$ cat config.mk
export PLATFORM = sky130hd
export DESIGN_NAME = mult_pipe_hs_wrapper
export DESIGN_NICKNAME = d
export VERILOG_FILES = /design/src/rtl/mult_pipe_hs_wrapper.sv
export SDC_FILE = /design/constraint.sdc
export NUM_CORES = 1
export LEC_CHECK = 0
export CAP_MARGIN = 10
export CORE_MARGIN = 5
export CORE_UTILIZATION = 50
export CTS_CLUSTER_DIAMETER = 40
export DETAILED_ROUTE_END_ITERATION = 16
export GPL_TIMING_DRIVEN = 0
export HOLD_SLACK_MARGIN = 0.15
export PLACE_DENSITY_LB_ADDON = 0.25
export SLEW_MARGIN = 20
export SYNTH_ARGS = -nofsm -noshare
export SYNTH_HDL_FRONTEND = slang
export SYNTH_SLANG_ARGS = --single-unit
$ cat constraint.sdc
create_clock -name clk -period 10.2 [get_ports clk]
set_clock_uncertainty 0.15 [all_clocks]
set_input_delay 2.04 -clock clk [delete_from_list [all_inputs] [get_ports clk]]
set_output_delay 2.04 -clock clk [all_outputs]
set_load 0.02 [all_outputs]
$ cat src/rtl/mult_pipe_hs_wrapper.sv
// mult_pipe_hs_wrapper
//
// Purpose:
//   Pipelined WIDTH x WIDTH multiplier with a per-transaction signed/unsigned
//   select. Valid/ready handshakes on both sides, per-stage bubble collapse
//   and backpressure. Total depth LAT = STAGES+2 register stages:
//     stage 0          : operand register (multiplicand, multiplier, mode)
//     stage 1          : product computed from stage 0 and registered
//     stages 2..LAT-2  : plain delay registers
//     stage LAT-1      : output register (stage 1 itself when STAGES=0)
//
// Ports:
//   clk          in   clock, rising edge
//   rst_n        in   synchronous active-low reset
//   in_valid     in   operand transaction offered
//   in_ready     out  transaction accepted this cycle (never depends on in_valid)
//   signed_mode  in   1 = two's-complement operands, 0 = unsigned
//   multiplicand in   operand A [WIDTH]
//   multiplier   in   operand B [WIDTH]
//   out_valid    out  product available
//   out_ready    in   consumer accepts the product
//   product      out  result [2*WIDTH], stable while stalled
//   busy         out  any stage holds a valid entry
module mult_pipe_hs_wrapper #(
    parameter int WIDTH  = 4,
    parameter int STAGES = 1
) (
    input  logic                 clk,
    input  logic                 rst_n,
    input  logic                 in_valid,
    output logic                 in_ready,
    input  logic                 signed_mode,
    input  logic [WIDTH-1:0]     multiplicand,
    input  logic [WIDTH-1:0]     multiplier,
    output logic                 out_valid,
    input  logic                 out_ready,
    output logic [2*WIDTH-1:0]   product,
    output logic                 busy
);

    localparam int LAT = STAGES + 2;
    localparam int PW  = 2 * WIDTH;

    logic [LAT-1:0]   vld_p;
    logic [LAT-1:0]   en_p;
    logic [WIDTH-1:0] mcand_p0;
    logic [WIDTH-1:0] mplier_p0;
    logic             smode_p0;
    logic [PW-1:0]    prod_p [1:LAT-1];

    // Extends both operands to the full product width (sign or zero) and
    // keeps the low PW bits, which is exact for every operand pair,
    // including most-negative * most-negative.
    function automatic logic [PW-1:0] mul_ext(
        input logic [WIDTH-1:0] a,
        input logic [WIDTH-1:0] b,
        input logic             sm
    );
        logic signed [PW-1:0] ea;
        logic signed [PW-1:0] eb;
        ea = sm ? {{WIDTH{a[WIDTH-1]}}, a} : {{WIDTH{1'b0}}, a};
        eb = sm ? {{WIDTH{b[WIDTH-1]}}, b} : {{WIDTH{1'b0}}, b};
        return ea * eb;
    endfunction

    // A stage may load when it is empty or when the stage after it loads.
    // The chain variable walks from the output back to the input so that the
    // enable vector is never read while being built.
    always_comb begin
        logic chain;
        en_p         = '0;
        chain        = !vld_p[LAT-1] || out_ready;
        en_p[LAT-1]  = chain;
        for (int i = LAT - 2; i >= 0; i--) begin
            chain   = !vld_p[i] || chain;
            en_p[i] = chain;
        end
    end

    always_ff @(posedge clk) begin
        if (!rst_n) begin
            vld_p     <= '0;
            mcand_p0  <= '0;
            mplier_p0 <= '0;
            smode_p0  <= 1'b0;
            for (int i = 1; i < LAT; i++) begin
                prod_p[i] <= '0;
            end
        end else begin
            // ---- stage 0: operand register ----
            if (en_p[0]) begin
                vld_p[0] <= in_valid;
                if (in_valid) begin
                    mcand_p0  <= multiplicand;
                    mplier_p0 <= multiplier;
                    smode_p0  <= signed_mode;
                end
            end
            // ---- stage 1: product register ----
            if (en_p[1]) begin
                vld_p[1] <= vld_p[0];
                if (vld_p[0]) begin
                    prod_p[1] <= mul_ext(mcand_p0, mplier_p0, smode_p0);
                end
            end
            // ---- stages 2..LAT-1: delay chain ending in the output register ----
            for (int i = 2; i < LAT; i++) begin
                if (en_p[i]) begin
                    vld_p[i] <= vld_p[i-1];
                    if (vld_p[i-1]) begin
                        prod_p[i] <= prod_p[i-1];
                    end
                end
            end
        end
    end

    assign in_ready  = en_p[0];
    assign out_valid = vld_p[LAT-1];
    assign product   = prod_p[LAT-1];
    assign busy      = |vld_p;

endmodule

==> impl_metrics.ini <==
[place]
portBuffers = 23
gp_congestion = 0.778
dp_hpwl_mm = 2.66

[synthesis]
synth-edff-count = 16
ys_top_cells_by_area = edfxtp_1 25%, dfxtp_1 12%, fa_1 11%
netlist_area_um2 = 1940
synth_warnings = 0
synth.cells.most_frequent = 22 x and2_1, 22 x inv_1, 18 x nand2_1
synth.ff_latch_count = 28
ys.flop_type = edfxtp_1
yosysTopAreaCell = edfxtp_1
async_flop_share_pct = 0
syn-num-nets = 229
synth.distinct_cells = 30
yosysTopAreaCellShare_pct = 24.7
seq_area_frac_synth_pct = 37.1
syn_area_per_cell_um2 = 10.3
synthCells = 188

[critical_path]
critPathArrivalTime_ps = 3790
crit_chain = clkdlybuf4s50_1, nor2b_1, nand3_1, clkbuf_1, clkdlybuf4s50_1
critical_path_buf_inv_count = 3
crit_family = buffers and inverters
cp_slowest_cell = clkdlybuf4s50_1
crit_type = primary input to primary output
required_ps = 8010
cp-end-kind = primary output
max_stage_delay_ps = 690
worstSetupStartpointType = primary input
crit_fanout = 10
cp_common_cell = clkdlybuf4s50_1

[die]
core_area_um2 = 3720
dieArea_um2 = 5230
die_y_um = 72.3
row_count = 22
start_util_pct = 52.3
io-pin-count = 24
die_w_um = 72.3

[cts]
cts_hold_buf = 0
cts_tree = yes
clk_latency_ps = 270
cts_resized = 0
cts_root_buffer = clkbuf_8
cts_buffer_depth = 2
cts_made_buffers = 3
clock_sinks = 28
post_cts_buffers = 0
cts-htree-levels = 1
clk_pin_slew_ps = 90

[timing]
setup_violations = 0
grt_setup_unrepaired = false
fmax_ghz = 0.167
maxSlewViolCount = 0
fin_crit_sh_pct = 58.7
final_hold_viol_count = 0
worst_slew_pin_slew_ps = 668
setup-tns-final_ps = 0
slew_headroom_pct = 55.2
finalCriticalPeriod_ps = 5980

[global_route]
grt_pass1_wl_mm = 5.98
grt_pass1_vias = 1357
overflow = 0
track_usage_pct = 14.2
antenna_found_initial = 0
grt_max_degree = 17

[final_layout]
nFillCells = 338
insertedDiodeCount = 0
synthToLayoutAreaGrowth_pct = 18.6
drive_gt1_share_pct = 6.05
nNetsFinal = 257

[detailed_routing]
finalWirelength_mm = 3.24
drt_iter0_drc = 40
avgRoutedWirePerCell_um = 12.3
firstDrtPassIters = 4
vias_per_cell = 5.08
num_vias = 1337
ant_nets = 0
remaining_drc_errors = 0

[outcome]
status = complete, no violations

[pwr]
p_total_uw = 247
peakVddDrop_uv = 84.6
leakage_uw = 0.00104
power-per-cell-area_nw_per_um2 = 107

[min_path]
hp-class = register to register

[flow_run]
drv_cap = 0
-- path summary, 6_finish.rpt --
check / slack (ps) / to / from / cells past startpoint
max: 4220 / in_ready / out_ready / 5
min reg2reg: 380 / mplier_p0[1]$_SDFFE_PN0P_ / mplier_p0[1]$_SDFFE_PN0P_ / 2
max reg2reg: 5550 / prod_p[1][7]$_SDFFCE_PN0P_ / mcand_p0[0]$_SDFFE_PN0P_ / 17
min: 380 / mplier_p0[1]$_SDFFE_PN0P_ / mplier_p0[1]$_SDFFE_PN0P_ / 2
-- cells in the final DEF (no fill, tap or decap), drive strengths merged, types with 3 or more instances in the layout --
cell and n:
buf 3, dfxtp 12, and2 24, and3 6
clkbuf 7, xor2 5, clkdlybuf4s50 23, nand3 14
a21boi 11, xnor2 4, a21oi 3, nor2 4
ha 17, edfxtp 16, fa 11, nand2 19
inv 22
-- through the flow --
step	area, um2	utilization (%)	instances	hold slack, ps	setup slack (ps)
6_report	2300	62.0	263	376	4220
3_5_place_dp	2230	60.1	259	354	4260
4_1_cts	2300	62.0	263	375	4240
3_3_place_gp	2230	60.1	259	350	4280
2_1_floorplan	1940	-	188	323	5410
5_1_grt	2300	62.0	263	399	4140
-- tightest hold or removal path: stages (launching register included) --
cell	delay [ps]
dfxtp_1	360
nand2_1	60
a21boi_0	60
-- per-layer routing --
layer  track usage (%)  routed length (um)  vias up
met5                 0                   0        -
li1                  -                   -      670
met4              2.30                  14        0
met1              17.8                1440      638
met3              3.60                 132        2
met2              25.1                1660       27
-- final cells by class --
| cell class | instances | area, um2 | area share [%] |
|---|---|---|---|
| Sequential cell | 28 | 721 | 31.3 |
| Multi-Input combinational cell | 131 | 1100 | 47.6 |
| Clock inverter | 1 | 30.0 | 1.30 |
| Tap cell | 48 | 60.1 | 2.61 |
| Buffer | 7 | 41.3 | 1.79 |
| Inverter | 22 | 82.6 | 3.59 |
| Timing Repair Buffer | 23 | 230 | 9.99 |
| Clock buffer | 3 | 41.3 | 1.79 |
-- power by group --
group / internal [uW] / switching (uW) / leakage, uW
logic: 15.2 / 15.9 / 0.000739
registers: 125 / 3.51 / 0.000268
clock network: 52.6 / 34.3 / 0.0000357
-- state kept, by name (all words and copies together) (netlist names) --
register   flops
mcand_p0       4
vld_p          3
smode_p0       1
mplier_p0      4
prod_p        16
-- kinds of logic (layout without fill, tap and decap cells) --
kind of cell | after synthesis | count (layout) | synth area share, %
xor gates and xnor gates | 11 | 11 | 6.38
AOI/OAI and AO/OA | 19 | 19 | 7.54
adders and majority gates | 28 | 28 | 22.3
DFF | 28 | 28 | 37.1
and+or+nand+nor | 73 | 73 | 20.3
buffers and inverters | 29 | 56 | 6.38
Power figures use the tool's default switching activity.
